===== src/rtl/hwag_pkg.sv =====
// Shared types and default widths for the angle-generator ignition blocks.
// Holds the coil_guard channel state encoding.
package hwag_pkg;

    localparam int CG_CNT_WIDTH = 24;
    localparam int CG_OFF_WIDTH = 16;

    typedef enum logic [1:0] {
        CG_IDLE     = 2'd0,
        CG_CHARGE   = 2'd1,
        CG_OFF_HOLD = 2'd2,
        CG_LOCKOUT  = 2'd3
    } cg_state_t;

endpackage


===== src/rtl/coil_guard_timer.sv =====
// Saturating up-counter shared by the charge and off-hold phases of coil_guard.
// Clear has priority over increment; o_next is the saturated count+1.
module coil_guard_timer
    import hwag_pkg::*;
#(
    parameter int CNT_WIDTH = CG_CNT_WIDTH
) (
    input  logic                 clk,
    input  logic                 rst,
    input  logic                 i_clr,
    input  logic                 i_inc,
    output logic [CNT_WIDTH-1:0] o_count,
    output logic [CNT_WIDTH-1:0] o_next
);

    logic [CNT_WIDTH-1:0] r_count;

    assign o_count = r_count;
    assign o_next  = (&r_count) ? r_count : r_count + CNT_WIDTH'(1);

    always_ff @(posedge clk) begin
        if (rst || i_clr) begin
            r_count <= '0;
        end else if (i_inc) begin
            r_count <= o_next;
        end
    end

endmodule


===== src/rtl/coil_guard.sv =====
// Ignition coil dwell guard: charges on a request rising edge, enforces a maximum
// dwell and a minimum off time, and locks the channel when the angle base is lost.
module coil_guard
    import hwag_pkg::*;
#(
    parameter int CNT_WIDTH = CG_CNT_WIDTH,
    parameter int OFF_WIDTH = CG_OFF_WIDTH
) (
    input  logic                 clk,
    input  logic                 rst,
    input  logic                 coil_req,
    input  logic                 hwag_run,
    input  logic [CNT_WIDTH-1:0] cfg_max_dwell,
    input  logic [OFF_WIDTH-1:0] cfg_min_off,
    output logic                 coil_out,
    output logic                 overrun,
    output logic                 skipped,
    output logic                 lockout,
    output logic [CNT_WIDTH-1:0] dwell_last
);

    cg_state_t            r_state;
    logic                 r_req_q;
    logic [CNT_WIDTH-1:0] r_max_shadow;
    logic [CNT_WIDTH-1:0] r_off_shadow;

    logic                 w_rise;
    logic                 w_fall;
    logic                 w_lim_hit;
    logic                 w_off_done;
    logic                 w_tmr_inc;
    logic                 w_tmr_clr;
    logic [CNT_WIDTH-1:0] w_tmr_count;
    logic [CNT_WIDTH-1:0] w_tmr_next;

    assign w_rise     = coil_req & ~r_req_q;
    assign w_fall     = ~coil_req & r_req_q;
    assign w_lim_hit  = (r_max_shadow != '0) && (w_tmr_next == r_max_shadow);
    assign w_off_done = (w_tmr_next >= r_off_shadow);

    // The timer only runs while the current phase continues; any exit clears it,
    // so every phase entry starts counting from zero.
    assign w_tmr_inc = hwag_run &&
                       (((r_state == CG_CHARGE)   && !w_fall && !w_lim_hit) ||
                        ((r_state == CG_OFF_HOLD) && !w_off_done));
    assign w_tmr_clr = ~w_tmr_inc;

    coil_guard_timer #(
        .CNT_WIDTH (CNT_WIDTH)
    ) u_timer (
        .clk     (clk),
        .rst     (rst),
        .i_clr   (w_tmr_clr),
        .i_inc   (w_tmr_inc),
        .o_count (w_tmr_count),
        .o_next  (w_tmr_next)
    );

    always_ff @(posedge clk) begin
        if (rst) begin
            r_state      <= CG_IDLE;
            r_req_q      <= 1'b0;
            r_max_shadow <= '0;
            r_off_shadow <= '0;
            coil_out     <= 1'b0;
            overrun      <= 1'b0;
            skipped      <= 1'b0;
            lockout      <= 1'b0;
            dwell_last   <= '0;
        end else begin
            r_req_q <= coil_req;
            overrun <= 1'b0;
            skipped <= 1'b0;
            case (r_state)
                CG_IDLE: begin
                    if (w_rise && hwag_run) begin
                        r_state      <= CG_CHARGE;
                        coil_out     <= 1'b1;
                        r_max_shadow <= cfg_max_dwell;
                    end else if (w_rise) begin
                        skipped <= 1'b1;
                    end
                end
                CG_CHARGE: begin
                    // Loss of the angle base wins over both fall and limit.
                    if (!hwag_run) begin
                        r_state  <= CG_LOCKOUT;
                        coil_out <= 1'b0;
                        lockout  <= 1'b1;
                    end else if (w_fall) begin
                        r_state      <= CG_OFF_HOLD;
                        coil_out     <= 1'b0;
                        dwell_last   <= w_tmr_next;
                        r_off_shadow <= CNT_WIDTH'(cfg_min_off);
                    end else if (w_lim_hit) begin
                        r_state      <= CG_OFF_HOLD;
                        coil_out     <= 1'b0;
                        overrun      <= 1'b1;
                        dwell_last   <= r_max_shadow;
                        r_off_shadow <= CNT_WIDTH'(cfg_min_off);
                    end
                end
                CG_OFF_HOLD: begin
                    skipped <= w_rise;
                    if (!hwag_run) begin
                        r_state <= CG_LOCKOUT;
                        lockout <= 1'b1;
                    end else if (w_off_done) begin
                        r_state <= CG_IDLE;
                    end
                end
                CG_LOCKOUT: begin
                    if (hwag_run && !coil_req) begin
                        r_state <= CG_IDLE;
                        lockout <= 1'b0;
                    end
                end
                default: begin
                    r_state  <= CG_IDLE;
                    coil_out <= 1'b0;
                    lockout  <= 1'b0;
                end
            endcase
        end
    end

endmodule

===== config.mk =====
export PLATFORM = sky130hd
export DESIGN_NAME = coil_guard
export DESIGN_NICKNAME = d
export VERILOG_FILES = /design/src/rtl/hwag_pkg.sv /design/src/rtl/coil_guard_timer.sv /design/src/rtl/coil_guard.sv
export SDC_FILE = /design/constraint.sdc
export NUM_CORES = 1
export LEC_CHECK = 0
export ABC_AREA = 0
export ABC_CLOCK_PERIOD_IN_PS = 6200
export BUFFER_PORTS_ARGS = -buffer_cell sky130_fd_sc_hd__buf_2
export CAP_MARGIN = 20
export CORE_ASPECT_RATIO = 1.4
export CORE_UTILIZATION = 55
export CTS_CLUSTER_DIAMETER = 120
export DETAILED_ROUTE_END_ITERATION = 8
export PLACE_DENSITY = 0.73
export RECOVER_POWER = 25
export SKIP_LAST_GASP = 1
export SLEW_MARGIN = 20
export SYNTH_ARGS = -nofsm -noshare
export SYNTH_HDL_FRONTEND = slang
export SYNTH_SLANG_ARGS = --single-unit

===== constraint.sdc =====
create_clock -name clk -period 6.2 [get_ports clk]
set_input_delay 0.93 -clock clk [delete_from_list [all_inputs] [get_ports clk]]
set_output_delay 0.93 -clock clk [all_outputs]
set_load 0.005 [all_outputs]

=== Yosys cells after proc, flatten, opt, wreduce, memory -nomap -nowiden ===
Index checks and enable logic that the tools add are counted.

* Register bits: 103
* Bits in latches: 0
* RAM bits: 0
* ROM bits: 0
* Input bits: 44
* Output and inout port bits: 28
* Logic and storage cells: 79
* Memories kept: 0

* Add/subtract/negate cells: 1
* Multiply operators: 0
* Divide/modulo/power cells: 0
* $lt $le $gt $ge: 1
* Equality and inequality tests: 9
* Shift operators: 0
* Multiplexer cells: 25
* Bitwise operators: 7
* Reduce and logical (&&, ||, !) cells: 26

{| class="wikitable"
|+ Operators with widths
! kind !! count
|-
| two-way mux 24 bit || 5
|-
| adder 24 x 1 -> 24 bit, second input constant || 1
|-
| == test 24 bit || 1
|-
| greater-or-equal comparator 24 bit || 1
|-
| AND reduction 24 bit || 1
|-
| nonzero test 24 bit || 1
|-
| two-way mux 2 bit || 7
|-
| two-way mux 1 bit || 9
|-
| AND reduction 3 bit || 3
|-
| case mux 2 bit (4 select lines) || 1
|-
| logical AND 1 bit || 7
|-
| inequality test 2 bit, second input constant || 3
|-
| case mux 1 bit (2 select lines) || 3
|-
| nonzero test 2 bit || 3
|-
| NOT 1 bit || 5
|-
| == test 2 bit, second input constant || 2
|-
| zero test 1 bit || 4
|-
| inequality test 4 bit, second input constant || 1
|-
| AND reduction 4 bit || 1
|-
| OR reduction 4 bit || 1
|-
| inequality test 3 bit, second input constant || 1
|-
| AND 1 bit || 2
|-
| == test 2 x 1 -> 1 bit, second input constant || 1
|-
| zero test 2 bit || 1
|-
| 3 further kinds || 4
|}

=== Logic depth before layout (Yosys ltp) ===
* Depth after elaboration: 10
* Depth in mapped cells: 21
* Depth with buffers taken out: 17

=== Modules after synthesis ===
From an unflattened synthesis, not the netlist that was laid out.

* Cells, all modules: 651
* Area, all modules: 5407.7 µm²

{| class="wikitable"
|+ By module, submodules not included
! module !! times used !! cells an instance !! area an instance (µm²) !! sequential area each (µm²)
|-
| coil_guard || 1 || 442 || 3726.1 || 1421.4
|-
| coil_guard_timer || 1 || 209 || 1681.6 || 480.5
|}

=== Least setup slack after synthesis ===
No wires, ideal clock.

* Path kind: register to register
* Start: reg u_timer.r_count[0] (netlist: u_timer.o_count[0])
* End: reg u_timer.r_count[15] (netlist: u_timer.o_count[15])
* Setup time: 63 ps
* Data arrival time: 4027 ps
* Required time: 6137 ps
* Slack: 2110 ps
* Cell stages (with the launch flop): 21
* Path buffers: 4
* Clock period less this slack: 4090 ps
* Cell sequence: dfxtp_1 ha_1 buf_2 nand4_4 nor4_4 nand2_1 buf_2 xnor2_1 ha_1 nand2b_1 a21o_1 a21o_1 a21o_1 a21oi_1 o21ai_0 a2111oi_0 a41oi_1 or2_1 buf_4 buf_6 nor2_2

* Word-level cells in the longest chain between the ends: 10
* Elaborated cells on any way between the ends: 14
* Classes of those cells: 1 x add/sub; 1 x order compare; 1 x eq/ne; 1 x mux; 1 x bitwise; 9 x reduce/logical

{| class="wikitable"
|+ Ends and longest elaborated chain
! what !! RTL line !! RTL
|-
| from (decl) || coil_guard_timer.sv:16 || <nowiki>logic [CNT_WIDTH-1:0] r_count;</nowiki>
|-
| from (signal assigned) || coil_guard_timer.sv:25 || <nowiki>r_count <= o_next;</nowiki>
|-
| adder 24 x 1 -> 24 bit or AND reduction 24 bit (tied branches) || coil_guard_timer.sv:19 || <nowiki>assign o_next = (&r_count) ? r_count : r_count + CNT_WIDTH'(1);</nowiki>
|-
| two-way mux 24 bit (*) || coil_guard_timer.sv:19 ||
|-
| parallel branches: the longest is 8 deep, another holds greater-or-equal comparator 24 bit || -- ||
|}

Every way passes the cells marked *.
A chain may end at the register's enable or synchronous reset.

=== Worst setup path in the final report ===
* Start: reg u_timer.r_count[0] (netlist: u_timer.o_count[0])
* End: reg u_timer.r_count[3] (netlist: u_timer.o_count[3])

* Word-level cells in the longest chain between the ends: 10
* Elaborated cells on any way between the ends: 14
* Classes of those cells: 1 x add/sub; 1 x order compare; 1 x eq/ne; 1 x mux; 1 x bitwise; 9 x reduce/logical

{| class="wikitable"
|+ Ends and longest elaborated chain
! what !! RTL line !! RTL
|-
| adder 24 x 1 -> 24 bit or AND reduction 24 bit (tied branches) || coil_guard_timer.sv:19 ||
|-
| two-way mux 24 bit (*) || coil_guard_timer.sv:19 ||
|-
| net u_timer.o_next[9] || coil_guard_timer.sv:13 || <nowiki>output logic [CNT_WIDTH-1:0] o_next</nowiki>
|-
| parallel branches: the longest is 4 deep, another holds greater-or-equal comparator 24 bit || -- ||
|-
| logical OR 1 bit (*) || coil_guard.sv:44 || <nowiki>(((r_state == CG_CHARGE) && !w_fall && !w_lim_hit) ||</nowiki>
|-
| logical AND 1 bit (*) || coil_guard.sv:43 || <nowiki>assign w_tmr_inc = hwag_run &&</nowiki>
|-
| NOT 1 bit || coil_guard.sv:46 || <nowiki>assign w_tmr_clr = ~w_tmr_inc;</nowiki>
|-
| logical OR 1 bit || coil_guard_timer.sv:22 || <nowiki>if (rst || i_clr) begin</nowiki>
|}

Mark *: on every way through the listed nets, which the timed path passes.

==> impl_metrics.toml <==
[grt]
track_usage_pct = 32.6
grt_pass1_vias = 5250
antenna_found_initial = 0
grt_max_degree = 75
overflow = 0
grt_pass1_wl_um = 26600

[hold_path]
whs_path_depth = 1
hold_end = "skipped$_SDFF_PP0_"
hold_path_startpoint = "r_req_q$_SDFF_PP0_"
hold_path.class = "reg -> reg"

[layout]
antenna_cells = 0
final_nets = 811
seqCellArea_sq_um = 1900
drive_gt1_share_pct = 15.4
nFillCells = 912
multi_input_area_sq_um = 3360
syn_to_final_growth_pct = 9.79

[synthesis]
synth_edf_count = 0
synth_common_cells = "dfxtp_1, nand2_1, nor2_1"
ys_ff_latch = 95
synthMostInstantiatedCell = "dfxtp_1"
synth_area_leaders = "dfxtp_1, mux2i_1, nand2_1, nor2_1, ha_1"
yosysUniqueCellTypes = 71
yosysSeqAreaShare_pct = 33.2
postSynthCellCount = 706
synth_nets = 771
synth_area_leader_cell = "dfxtp_1"
yosys_most_used_dff = "dfxtp_1"
synth_area_sq_um = 5730
async_flop_share_pct = 0
synth_top_area_share_pct = 33.2
synth_area_per_cell_sq_um = 8.11
ys_warn_count = 0

[sta]
min_period_ns = 5.23
slew_headroom_pct = -116
clock_skew_ns = 0.00667
totalNegativeSetupSlack_ns = 0
setup_viol = 0
worst_slack_ns = 0.969
fmax_mhz = 191
slew_viol_final = 75
hold_ws_ns = 0.470
rsz0062_at_grt = "false"
period_share_pct = 84.4
hold_viol = 0
worst_slew_pin_slew_ns = 3.24

[floorplan]
io_pins = 72
num_rows = 43
initial_core_util_pct = 57.2
die-height_um = 123
die_width_um = 88.2
die-area_sq_um = 10800
core_area_sq_um = 10000

[critical_path]
critPathLaunchType = "flop"
cp_slowest_stage_delay_ns = 0.64
crit_chain = "ha_1 -> and4_2 -> nand4_1 -> o211ai_1 -> xor2_1 -> inv_1 -> ha_1 -> a21o_1 -> a21o_1 -> a21oi_1 -> nor2_1 -> a2111oi_0 -> nand3_1 -> a2111oi_0 -> a41oi_1 -> or2_1 -> nor2_1"
worstRegToRegCells = 17
path_max_fanout = 24
required_ns = 6.46
worst_path_max_delay_cell = "or2_1"
reg2reg_to = "u_timer.o_count[3]$_SDFFE_PP0P_"
cp_data_arrival_time_ns = 5.49
r2r-start = "u_timer.o_count[0]$_SDFFE_PP0P_"
cp-end-kind = "flop"
crit_type = "reg -> reg"
r2r_slack_ns = 0.97

[clock_tree]
clock_path_buffers = 2
cts_htree_levels = 3
cts_setup_buffers = 0
clkTransAtPathRegs_ns = 0.07
cts.sinks = 95
cts_tree = "built"
clk_latency_ns = 0.34
cts_root_buf = "clkbuf_16"
cts_hold_buffers = 0
post_cts_resized = 0
cts_made_buffers = 9

[route]
drt-initial-drc-count = 321
via_count = 5244
avgViaCountPerCell = 5.92
drtPass1Iterations = 5
antenna_left = 0
wl_per_cell_um = 18.7
wirelength_um = 16600
drc = 0

[outcome]
violations = "max-capacitance violations, max-slew violations"
outcome = "finished with violations"

[job]
cap_violations = 1

[pwr]
ir_drop_uv = 192
p_int_w = 0.00108
p_seq_share_pct = 45.2
p_switching_w = 0.000432
p_leak_nw = 2.38
p_sw_share_pct = 28.7
pwr-share-clk_pct = 36.8
power_frac_comb_pct = 18.0
powerDensity_nw_per_um2 = 240

[placement]
numPortBuffers = 71
dp_slack_ns = 1.04
place_hpwl_um = 12500
place_congestion = 0.955
==> final cells by class <==
cell class | count | share of cell area [%]
flip-flops and latches | 95 | 30.2
multi-input cells | 518 | 53.5
inverters | 46 | 2.75
clock buffers | 11 | 3.86
well taps | 135 | 2.69
repair buffers | 76 | 6.07
clock inverters | 5 | 0.896
==> state kept, by name, indices dropped and copies added, names as in the netlist <==
name,count
skipped,1
r_off_shadow,16
u_timer.o_count,24
r_max_shadow,24
dwell_last,24
r_req_q,1
lockout,1
overrun,1
r_state,2
coil_out,1
==> kinds of logic (layout without fill, tap and decap cells) <==
logic type                 Yosys count  count (layout)  synth area share (%)
DFF                                 95              95                  33.2
AOI/OAI and AO/OA                  136             136                  15.5
and+or+nand+nor                    286             286                  25.7
buffers and inverters               93             138                  8.19
adders and majority gates           21              21                  4.59
xor gates and xnor gates            37              37                  6.16
muxes                               38              38                  6.69
==> power groups by stage <==
| stage | sequential (W) | combinational [W] | clock, W |
|---|---|---|---|
| 5_1_grt | 0.000685 | 0.000298 | 0.000586 |
| 6_report | 0.000682 | 0.000271 | 0.000554 |
| 4_1_cts | 0.000681 | 0.000273 | 0.000561 |
| 3_5_place_dp | 0.000694 | 0.000271 | 0 |
| 3_3_place_gp | 0.000693 | 0.000265 | 0 |
| 2_1_floorplan | 0.000678 | 0.000203 | 0 |
==> metal layers <==
metal	vias up	routed length, um	GRT usage (%)
met5	-	0	0
met4	0	639	15.2
met3	43	1000	4.91
met2	203	8160	55.0
met1	2477	6800	40.5
li1	2521	-	-
==> how the worst max path moves through the flow <==
stage	start	endpoint	slack, ns
final	u_timer.o_count[0]$_SDFFE_PP0P_	u_timer.o_count[3]$_SDFFE_PP0P_	0.97
after detailed placement	u_timer.o_count[0]$_SDFFE_PP0P_	u_timer.o_count[8]$_SDFFE_PP0P_	1.04
after global placement	u_timer.o_count[0]$_SDFFE_PP0P_	u_timer.o_count[0]$_SDFFE_PP0P_	1.16
after global routing	u_timer.o_count[0]$_SDFFE_PP0P_	u_timer.o_count[3]$_SDFFE_PP0P_	0.49
after floorplan	u_timer.o_count[0]$_SDFFE_PP0P_	u_timer.o_count[15]$_SDFFE_PP0P_	2.11
after CTS	u_timer.o_count[0]$_SDFFE_PP0P_	u_timer.o_count[3]$_SDFFE_PP0P_	0.99
==> through the flow <==
stage / power, W / utilization, % / cells / instance area [sq um]
after floorplan: 0.000881 / - / 706 / 5730
final: 0.00151 / 62.8 / 886 / 6290
after detailed placement: 0.000966 / 60.1 / 870 / 6010
after global routing: 0.00157 / 62.8 / 886 / 6290
after global placement: 0.000958 / 60.1 / 870 / 6010
after CTS: 0.00152 / 63.1 / 886 / 6310
==> worst max-delay path, delay by kind of cell, from the launching register on <==
kind / cells / cell delay [ns]
AO/OA/AOI/OAI: 7 / 1.81
XOR/XNOR: 1 / 0.26
adder cells (fa/ha/maj): 2 / 0.85
buffers and inverters: 1 / 0.09
flip-flops: 1 / 0.44
AND/OR/NAND/NOR: 6 / 1.68
==> placed cells by master, fill, tap and decap left out, types with 7 or more instances in the layout <==
master,synthesis,routed
inv_1,46,46
dfxtp_1,95,95
a21o_1,7,7
xor2_1,12,12
clkbuf_16,0,9
mux2i_1,36,36
o21ai_0,34,34
nand2_1,91,91
clkbuf_1,25,18
nor2_2,17,17
nand2b_1,9,9
a211oi_1,8,8
buf_2,11,55
nand4_1,22,22
ha_1,21,21
nor2_1,72,72
a21oi_1,46,46
nor4_1,13,13
nand3_1,13,13
xnor2_1,23,23
Power figures use the tool's default switching activity.
